--- config.mk ---
export PLATFORM = sky130hd
export DESIGN_NAME = operand_pingpong_bank
export DESIGN_NICKNAME = d
export VERILOG_FILES = /design/src/rtl/operand_pingpong_bank.sv
export SDC_FILE = /design/constraint.sdc
export NUM_CORES = 1
export LEC_CHECK = 0
export BUFFER_PORTS_ARGS = -buffer_cell sky130_fd_sc_hd__buf_2
export CORE_ASPECT_RATIO = 2
export CORE_MARGIN = 2
export CORE_UTILIZATION = 23
export CTS_BUF_LIST = sky130_fd_sc_hd__clkbuf_16
export CTS_CLUSTER_DIAMETER = 50
export DETAILED_ROUTE_END_ITERATION = 8
export GPL_TIMING_DRIVEN = 0
export PLACE_DENSITY_LB_ADDON = 0.05
export SETUP_SLACK_MARGIN = 0.15
export SLEW_MARGIN = 20
export SYNTH_ARGS = -nofsm -noshare
export SYNTH_HDL_FRONTEND = slang
export SYNTH_SLANG_ARGS = --single-unit
--- constraint.sdc ---
create_clock -name clk -period 6.4 [get_ports clk]
set_input_delay 1.28 -clock clk [delete_from_list [all_inputs] [get_ports clk]]
set_output_delay 1.28 -clock clk [all_outputs]
set_load 0.01 [all_outputs]
--- src/rtl/operand_pingpong_bank.sv ---
// Double-buffered A/B operand store: the back bank fills from the element stream
// while the front bank streams one row of A and one column of B per cycle.
//
// state      | meaning
// ST_IDLE    | waiting for rd_start with a full front bank
// ST_STREAM  | presenting beats 0..DIM-1 of the front bank
module operand_pingpong_bank #(
    parameter  int DATA_WIDTH = 8,
    parameter  int DIM        = 4,
    localparam int CNT_W      = $clog2(DIM*DIM+1),
    localparam int IDX_W      = $clog2(DIM)
) (
    input  logic                      clk,
    input  logic                      rst,
    input  logic                      ld_valid,
    output logic                      ld_ready,
    input  logic                      ld_sel,
    input  logic [DATA_WIDTH-1:0]     ld_data,
    input  logic                      rd_start,
    output logic                      rd_ready,
    input  logic                      tr_a,
    output logic                      rd_valid,
    output logic [IDX_W-1:0]          rd_idx,
    output logic [DIM*DATA_WIDTH-1:0] row_a,
    output logic [DIM*DATA_WIDTH-1:0] col_b,
    output logic                      rd_done,
    output logic                      err_ovf
);

    localparam int ADDR_W = $clog2(DIM*DIM);
    localparam logic [CNT_W-1:0] FULL_CNT = CNT_W'(DIM*DIM);
    localparam logic [IDX_W-1:0] LAST_IDX = IDX_W'(DIM-1);

    localparam logic [0:0] ST_IDLE   = 1'b0;
    localparam logic [0:0] ST_STREAM = 1'b1;

    logic [DATA_WIDTH-1:0] mem_a_q [2][DIM*DIM];
    logic [DATA_WIDTH-1:0] mem_b_q [2][DIM*DIM];

    logic [0:0]              state_q, state_d;
    logic                    wr_bank_q, wr_bank_d;
    logic                    front_valid_q, front_valid_d;
    logic                    back_full_q, back_full_d;
    logic [CNT_W-1:0]        cnt_a_q, cnt_a_d;
    logic [CNT_W-1:0]        cnt_b_q, cnt_b_d;
    logic                    err_ovf_q, err_ovf_d;
    logic                    tr_q, tr_d;
    logic [IDX_W-1:0]        k_q, k_d;
    logic                    rd_valid_q, rd_valid_d;
    logic                    rd_done_q, rd_done_d;
    logic [IDX_W-1:0]        rd_idx_q, rd_idx_d;
    logic [DIM*DATA_WIDTH-1:0] row_a_q, row_a_d;
    logic [DIM*DATA_WIDTH-1:0] col_b_q, col_b_d;

    logic                    ld_acc, wr_a, wr_b, swap, rd_go, last_beat, front;
    logic [IDX_W-1:0]        beat_k;
    logic                    beat_tr;
    logic [DIM*DATA_WIDTH-1:0] beat_row, beat_col;

    assign ld_ready  = !back_full_q;
    assign rd_ready  = front_valid_q && (state_q == ST_IDLE);
    assign ld_acc    = ld_valid && !back_full_q;
    assign wr_a      = ld_acc && !ld_sel && (cnt_a_q != FULL_CNT);
    assign wr_b      = ld_acc &&  ld_sel && (cnt_b_q != FULL_CNT);
    assign swap      = back_full_q && !front_valid_q;
    assign rd_go     = rd_start && rd_ready;
    assign last_beat = (state_q == ST_STREAM) && (k_q == LAST_IDX);
    assign front     = ~wr_bank_q;

    // Beat 0 uses the live tr_a because it is launched on the same edge that latches it.
    assign beat_k  = (state_q == ST_IDLE) ? '0 : k_q + IDX_W'(1);
    assign beat_tr = (state_q == ST_IDLE) ? tr_a : tr_q;

    always_comb begin
        logic [ADDR_W-1:0] a_addr;
        logic [ADDR_W-1:0] b_addr;
        a_addr   = '0;
        b_addr   = '0;
        beat_row = '0;
        beat_col = '0;
        for (int j = 0; j < DIM; j++) begin
            a_addr = beat_tr ? ADDR_W'(j) * ADDR_W'(DIM) + ADDR_W'(beat_k)
                             : ADDR_W'(beat_k) * ADDR_W'(DIM) + ADDR_W'(j);
            b_addr = ADDR_W'(j) * ADDR_W'(DIM) + ADDR_W'(beat_k);
            beat_row[j*DATA_WIDTH +: DATA_WIDTH] = mem_a_q[front][a_addr];
            beat_col[j*DATA_WIDTH +: DATA_WIDTH] = mem_b_q[front][b_addr];
        end
    end

    always_comb begin
        cnt_a_d       = cnt_a_q;
        cnt_b_d       = cnt_b_q;
        back_full_d   = back_full_q;
        wr_bank_d     = wr_bank_q;
        front_valid_d = front_valid_q;
        err_ovf_d     = err_ovf_q;
        if (wr_a) cnt_a_d = cnt_a_q + CNT_W'(1);
        if (wr_b) cnt_b_d = cnt_b_q + CNT_W'(1);
        if (ld_acc && !wr_a && !wr_b) err_ovf_d = 1'b1;
        if (ld_acc && (cnt_a_d == FULL_CNT) && (cnt_b_d == FULL_CNT)) back_full_d = 1'b1;
        if (swap) begin
            wr_bank_d     = ~wr_bank_q;
            front_valid_d = 1'b1;
            back_full_d   = 1'b0;
            cnt_a_d       = '0;
            cnt_b_d       = '0;
        end
        if (last_beat) front_valid_d = 1'b0;
    end

    always_comb begin
        logic beat_en;
        beat_en    = 1'b0;
        state_d    = state_q;
        k_d        = k_q;
        tr_d       = tr_q;
        rd_valid_d = rd_valid_q;
        rd_done_d  = rd_done_q;
        rd_idx_d   = rd_idx_q;
        row_a_d    = row_a_q;
        col_b_d    = col_b_q;
        case (state_q)
            ST_IDLE: begin
                if (rd_go) begin
                    state_d = ST_STREAM;
                    tr_d    = tr_a;
                    beat_en = 1'b1;
                end
            end
            default: begin
                if (last_beat) begin
                    state_d    = ST_IDLE;
                    rd_valid_d = 1'b0;
                    rd_done_d  = 1'b0;
                end else begin
                    beat_en = 1'b1;
                end
            end
        endcase
        if (beat_en) begin
            k_d        = beat_k;
            rd_valid_d = 1'b1;
            rd_idx_d   = beat_k;
            rd_done_d  = (beat_k == LAST_IDX);
            row_a_d    = beat_row;
            col_b_d    = beat_col;
        end
    end

    // Operand storage is intentionally not reset; a bank is only read after a full load.
    always_ff @(posedge clk) begin
        if (wr_a) mem_a_q[wr_bank_q][cnt_a_q[ADDR_W-1:0]] <= ld_data;
        if (wr_b) mem_b_q[wr_bank_q][cnt_b_q[ADDR_W-1:0]] <= ld_data;
    end

    always_ff @(posedge clk) begin
        if (rst) begin
            state_q       <= ST_IDLE;
            wr_bank_q     <= 1'b0;
            front_valid_q <= 1'b0;
            back_full_q   <= 1'b0;
            cnt_a_q       <= '0;
            cnt_b_q       <= '0;
            err_ovf_q     <= 1'b0;
            tr_q          <= 1'b0;
            k_q           <= '0;
            rd_valid_q    <= 1'b0;
            rd_done_q     <= 1'b0;
            rd_idx_q      <= '0;
            row_a_q       <= '0;
            col_b_q       <= '0;
        end else begin
            state_q       <= state_d;
            wr_bank_q     <= wr_bank_d;
            front_valid_q <= front_valid_d;
            back_full_q   <= back_full_d;
            cnt_a_q       <= cnt_a_d;
            cnt_b_q       <= cnt_b_d;
            err_ovf_q     <= err_ovf_d;
            tr_q          <= tr_d;
            k_q           <= k_d;
            rd_valid_q    <= rd_valid_d;
            rd_done_q     <= rd_done_d;
            rd_idx_q      <= rd_idx_d;
            row_a_q       <= row_a_d;
            col_b_q       <= col_b_d;
        end
    end

    assign rd_valid = rd_valid_q;
    assign rd_done  = rd_done_q;
    assign rd_idx   = rd_idx_q;
    assign row_a    = row_a_q;
    assign col_b    = col_b_q;
    assign err_ovf  = err_ovf_q;

endmodule
Yosys cells after proc, flatten, opt, wreduce, memory -nomap -nowiden
Memory sizes are Yosys's and may differ from the RTL's.
Index checks and enable logic that the tools add are counted.
{"block": "totals", "regBits": 84, "mem_bits_rw": 512, "in_bits": 14, "mem_count": 2}
{"block": "classes", "n_addsub": 9, "order_cmp": 12, "n_eq_ne": 6, "mux": 47, "bitwise_logic": 12, "n_reduce_logical": 26}
{"name": "mem_a_q", "words": 2, "width": 128, "rd": 1, "rd_clocked_by_memory_dff": 0, "write_ports": 1, "line_no": "37", "rtl": "logic [DATA_WIDTH-1:0] mem_a_q [2][DIM*DIM];"}
{"name": "mem_b_q", "words": 2, "width": 128, "rd": 1, "rd_clocked_by_memory_dff": 0, "write_ports": 1, "line_no": "38", "rtl": "logic [DATA_WIDTH-1:0] mem_b_q [2][DIM*DIM];"}
{"op": "$bmux 8 s4", "count": 8}
{"op": "$mux 128", "count": 2}
{"op": "$mux 8", "count": 18}
{"op": "$demux 8 s4", "count": 2}
{"op": "$ge 5x5->1 const B", "count": 10}
{"op": "$not 4->5", "count": 9}
{"op": "$mux 4", "count": 4}
{"op": "$logic_and 1x1->1", "count": 15}
{"op": "$add 5x1->5 const B", "count": 2}
{"op": "$eq 5x5->1 const B", "count": 2}
{"op": "$lt 5x1->1 const B", "count": 2}
{"op": "$mux 1", "count": 10}
{"op": "$mux 5", "count": 2}
{"op": "$ne 5x5->1 const B", "count": 2}
{"op": "$add 4x2->4 const B", "count": 2}
{"op": "$logic_not 1->1", "count": 5}
{"op": "$not 2->5", "count": 1}
{"op": "$add 3x2->4 const A", "count": 1}
{"op": "$add 3x3->4 const A", "count": 1}
{"op": "$add 4x1->4 const B", "count": 1}
{"op": "$add 4x2->4 const A", "count": 1}
{"op": "$eq 2x2->1 const B", "count": 2}
{"op": "$reduce_and 2->1", "count": 2}
{"op": "$reduce_bool 2->1", "count": 2}
{"op": "4 further kinds", "count": 6}

Logic depth before layout (Yosys ltp)
{"block": "logic_depth", "ltp_word": 8, "mapped_depth": 10, "depth_no_buf": 8}

Least setup slack after synthesis
OpenSTA, ideal clock, no wires.
{"block": "synth_timing", "kind": "input -> register", "from": "input port ld_valid", "to": "memory mem_b_q[0][120] (netlist name), enable pin", "setup_ps": 370, "t_arrival_ps": 2449, "slack_ps": 3581, "cell_stages": 5, "path_buffers": 1, "path_cell_list": "nor2b_1 > and3_1 > clkbuf_1 > nand2_1 > nor2_1"}
{"block": "synth_between", "elab_chain_cells": 5}
{"item": "start: declaration", "line_no": "15", "rtl": "input logic ld_valid,"}
{"item": "$logic_and 1x1->1", "line_no": "62", "rtl": "assign ld_acc = ld_valid && !back_full_q;"}
{"item": "$logic_and 1x1->1 (2 in series)", "line_no": "64", "rtl": "assign wr_b = ld_acc && ld_sel && (cnt_b_q != FULL_CNT);"}
{"item": "$mux 1", "line_no": "153", "rtl": "if (wr_b) mem_b_q[wr_bank_q][cnt_b_q[ADDR_W-1:0]] <= ld_data;"}
{"item": "$mux 128 (implied by the code)", "line_no": "153"}
{"item": "end: declaration", "line_no": "38"}
Every way passes these cells.

Worst setup path in the final report
{"block": "layout_timing", "from": "register wr_bank_q", "to": "memory mem_a_q[1][66] (netlist name), enable pin"}
{"item": "start: declaration", "line_no": "41", "rtl": "logic wr_bank_q, wr_bank_d;"}
{"item": "start signal: assignment", "line_no": "174", "rtl": "wr_bank_q <= wr_bank_d;"}
{"item": "end: declaration", "line_no": "37"}
No word-level cell before the write port.

==> metrics.log <==
INFO  metric syn_area_per_cell = 15.5 um^2
INFO  metric die-width = 236 um
INFO  metric mappedNetlistArea = 0.0247 mm^2
INFO  metric reg2regPathDepth = 7
INFO  metric place_worst_setup_slack = 1.99 ns
INFO  metric std_cell_rows = 170
INFO  metric setup_ws = 2.12 ns
INFO  metric worst_ep_required_time = 6.65 ns
INFO  metric hold_path_end = row_a[10]
INFO  metric power_report.internal_total = 6520 uW
INFO  metric setup_viol = 0
INFO  metric ant_nets = 0
INFO  metric avgViaCountPerCell = 4.82
INFO  metric clock_insertion_delay_worst_skew = 0.66 ns
INFO  metric cellPowerDensity = approximately 290 mW/mm^2
INFO  metric dr.pass1.iters = 5
INFO  metric clk_pin_slew_worst_paths = 0.06 ns
INFO  metric die_area = 0.110 mm^2
INFO  metric ir_worst_vdd = 0.000184 V
INFO  metric clock_power_share = between 40% and 50%
INFO  metric setup.worst_path.end_class = flip-flop
INFO  metric ctsLongestPathBuffers = 3
INFO  metric reported_leakage_power = 0.00923 uW
INFO  metric postSynthNetCount = 1,619
INFO  metric synthCells = 1,596
INFO  metric startpoint_class_of_the_critical_path = flip-flop
INFO  metric routed_wirelength_normalized_by_instance_count = 35.5 um
INFO  metric htree_num_levels = 3
INFO  metric cts.sink_count = 596
INFO  metric cts_post_setup_buffers_inserted = 0
INFO  metric ios = 85
INFO  metric layout-drive-gt1-share = 22.1%
INFO  metric setup.worst_path.class = reg2reg
INFO  metric regToRegSetupSlack = between 2 and 2.5 ns
INFO  metric synth.ff_latch_count = 596
INFO  metric synth.cells.most_frequent = 512 x sky130_fd_sc_hd__edfxtp_1, 166 x sky130_fd_sc_hd__nor2_1, 140 x sky130_fd_sc_hd__nand2_1, 103 x sky130_fd_sc_hd__mux4_2, 84 x sky130_fd_sc_hd__dfxtp_1
INFO  metric cts.root.buffer_cell = sky130_fd_sc_hd__clkbuf_16
INFO  metric stage_delay_of_the_slowest_cell_on_the_critical_path = 0.97 ns
INFO  metric timing.final.crit_share = 66.9%
INFO  metric outcome = complete, no violations
INFO  metric timing_worst_slew_pin_value = 1.19 ns
INFO  metric first_global_vias = 16.2k
INFO  metric clock.fmax = roughly 230 MHz
INFO  metric synth.lib_cells_used.distinct = slightly above 70
INFO  metric grt_pass1_wl = 151,000 um
INFO  metric finalWirelength = 113,000 um
INFO  metric synthDominantCellAreaShare = 62.2%
INFO  metric cap_viol_max_count = 0
INFO  metric tmin_final = 4.28 ns
INFO  metric arrival = 4.54 ns
INFO  metric synthesis.yosys.warnings = 0
INFO  metric netSwitchingFraction = 22.4%
INFO  metric post_cts_hold_buffer_count = 0
INFO  metric synth_async_sr_flop_share = 0%
INFO  metric final_net_count = 1,779
INFO  metric tritoncts_clock_tree = done
INFO  metric worst_hold_path.num_cells = 2
INFO  metric post_detailed_placement_half_perimeter_wirelength = 83,700 um
INFO  metric rsz0062_at_grt = no
INFO  metric netSwitchingPower = 1880 uW
INFO  metric regToRegStartpoint = wr_bank_q
INFO  metric pwr-share-seq = around half
INFO  metric synth-main-ff-cell = sky130_fd_sc_hd__edfxtp_1
INFO  metric post_synth_main_area_contributors = sky130_fd_sc_hd__edfxtp_1 62%, sky130_fd_sc_hd__mux4_2 9.4%, sky130_fd_sc_hd__dfxtp_1 6.8%
INFO  metric synthMostInstantiatedCell = sky130_fd_sc_hd__edfxtp_1
INFO  metric die_y = 468 um
INFO  metric detail_route.drc_violations = 0
INFO  metric area_grow_syn2layout = 18.5%
INFO  metric critPathMaxFanout = 10
INFO  metric critPathSlowestCell = sky130_fd_sc_hd__nor2_1
INFO  metric min_path_type = reg2reg
INFO  metric numCtsBuffers = 66
INFO  metric routabilityCongestion = 0.936
INFO  metric dr_total_vias = about 15k
INFO  metric setup_total_neg_slack = 0 ns
INFO  metric critical-path-top-cell-by-count = sky130_fd_sc_hd__buf_4
INFO  metric synth_edf_count = 512
INFO  metric p_comb_share = 2.5%
INFO  metric worst-path-buf-inv = 5
INFO  metric global_route.usage.total = 20.6%
INFO  metric core_area = 0.107 mm^2
INFO  metric post_cts.resized_instances = 0
INFO  metric critical-path-top-delay-family = buffers and inverters
INFO  metric drt_iter0_drc = around 960
INFO  metric number_of_i_o_port_buffers = 84
INFO  metric ordered_cell_list_for_the_critical_path = buf_4 > buf_4 > buf_4 > buf_2 > buf_2 > nand3b_1 > nor2_1
INFO  metric globalRoute.totalOverflow = 0
INFO  metric initial_core_util = between 20% and 30%
INFO  metric number_of_pins_with_negative_max_slew_slack_in_the_final_report = 0
INFO  metric fin_worst_skew = 0.0296 ns
INFO  metric hold_viol_final = 0
INFO  metric antenna_found_initial = 6
INFO  metric slew_headroom = approximately 20%
INFO  metric crit-reg2reg-capture = mem_a_q[1][66]
INFO  metric seq_total_area_yosys = 69.0%
INFO  metric synth_largest_area_cell = sky130_fd_sc_hd__edfxtp_1
INFO  metric pin_count_of_the_biggest_net_entering_global_routing = 57
INFO  metric hp-start = row_a[10]
-- how the worst max path moves through the flow --
stage | startpoint | cells past startpoint | slack (ns) | to
final | wr_bank_q | 7 | 2.12 | mem_a_q[1][66]
after global routing | wr_bank_q | 7 | 2.09 | mem_a_q[1][66]
after CTS | wr_bank_q | 7 | 1.99 | mem_a_q[1][66]
after detailed placement | wr_bank_q | 7 | 1.99 | mem_a_q[1][65]
after global placement | tr_a | 9 | 1.95 | row_a[24]
after floorplan | ld_valid | 5 | 3.58 | mem_b_q[0][120]
-- logic make-up after synthesis --
kind of cell / synth area share, %
AOI/OAI and AO/OA: 6.93
adders and majority gates: 0.456
DFF: 69.0
xor gates and xnor gates: 0.319
buffers and inverters: 2.42
muxes: 13.7
and+or+nand+nor: 7.18
-- layout make-up --
cell class              count  area [um^2]
clock buffers              71         1780
plain buffers             105          557
inverters                  13         48.8
fillers                 10900        77700
diodes                      2         5.00
repair buffers             92          638
flip-flops and latches    596        17100
clock inverters            49          410
multi-input cells         882         7080
well taps                1376         1720
-- metrics by stage --
| step | util (%) | power, uW | cell area [um^2] | hold slack (ns) | std cells |
|---|---|---|---|---|---|
| after floorplan | - | 4370 | 24700 | 0.473 | 1596 |
| after global placement | 25.1 | 4510 | 26900 | 0.449 | 3056 |
| after detailed placement | 25.3 | 4520 | 27100 | 0.437 | 3064 |
| after CTS | 27.4 | 8540 | 29300 | 0.452 | 3184 |
| after global routing | 27.4 | 8660 | 29300 | 0.476 | 3185 |
| final | 27.4 | 8400 | 29300 | 0.445 | 3186 |
-- registers in the layout (all words and copies together), names as in the netlist, 2 cells and up --
register / cells
mem_a_q: 256
mem_b_q: 256
col_b: 32
row_a: 32
cnt_a_q: 5
cnt_b_q: 5
rd_idx: 2
-- per-layer routing --
metal / vias up / global-route usage (%) / wire length (um)
li1: 6614 / - / -
met1: 8082 / 20.4 / 38900
met2: 447 / 39.7 / 62300
met3: 207 / 3.55 / 4360
met4: 4 / 12.5 / 7510
met5: - / 0 / 16
-- worst reg2reg max path: cells and delay by family, from the launching register on --
| family | cells | cell delay [ns] |
|---|---|---|
| DFF | 1 | 0.30 |
| buffers and inverters | 5 | 2.14 |
| and+or+nand+nor | 2 | 1.43 |
-- placed cells by master, fill, tap and decap left out, types with 7 or more instances in the layout --
master	Yosys	layout
sky130_fd_sc_hd__ha_1	9	9
sky130_fd_sc_hd__a311oi_1	37	37
sky130_fd_sc_hd__clkbuf_1	41	37
sky130_fd_sc_hd__clkinv_1	0	13
sky130_fd_sc_hd__nand3_1	15	15
sky130_fd_sc_hd__nor3_1	15	15
sky130_fd_sc_hd__buf_4	17	25
sky130_fd_sc_hd__clkinv_2	0	8
sky130_fd_sc_hd__nor2b_1	8	8
sky130_fd_sc_hd__mux2_2	23	23
sky130_fd_sc_hd__nor2_1	166	161
sky130_fd_sc_hd__a211oi_1	16	15
sky130_fd_sc_hd__a31oi_1	13	13
sky130_fd_sc_hd__o22ai_1	18	18
sky130_fd_sc_hd__buf_2	38	115
sky130_fd_sc_hd__nor4_1	8	8
sky130_fd_sc_hd__o21ai_0	45	45
sky130_fd_sc_hd__nand2_1	140	140
sky130_fd_sc_hd__inv_1	13	26
sky130_fd_sc_hd__nand2b_1	7	7
sky130_fd_sc_hd__edfxtp_1	512	512
sky130_fd_sc_hd__nand3b_1	8	8
sky130_fd_sc_hd__dfxtp_1	84	84
sky130_fd_sc_hd__o211ai_1	8	8
sky130_fd_sc_hd__o221ai_1	8	8
sky130_fd_sc_hd__mux4_2	103	103
sky130_fd_sc_hd__clkbuf_16	0	71
sky130_fd_sc_hd__a21oi_1	54	54
sky130_fd_sc_hd__mux2i_1	79	79
-- power by group through the flow --
| stage | clock, uW | sequential, uW | combinational, uW |
|---|---|---|---|
| 4_1_cts | 4100 | 4230 | 214 |
| 5_1_grt | 4210 | 4230 | 220 |
| 6_report | 3970 | 4230 | 207 |
| 3_5_place_dp | 0 | 4310 | 214 |
| 3_3_place_gp | 0 | 4310 | 194 |
| 2_1_floorplan | 0 | 4310 | 58.2 |
Power figures use the tool's default switching activity.
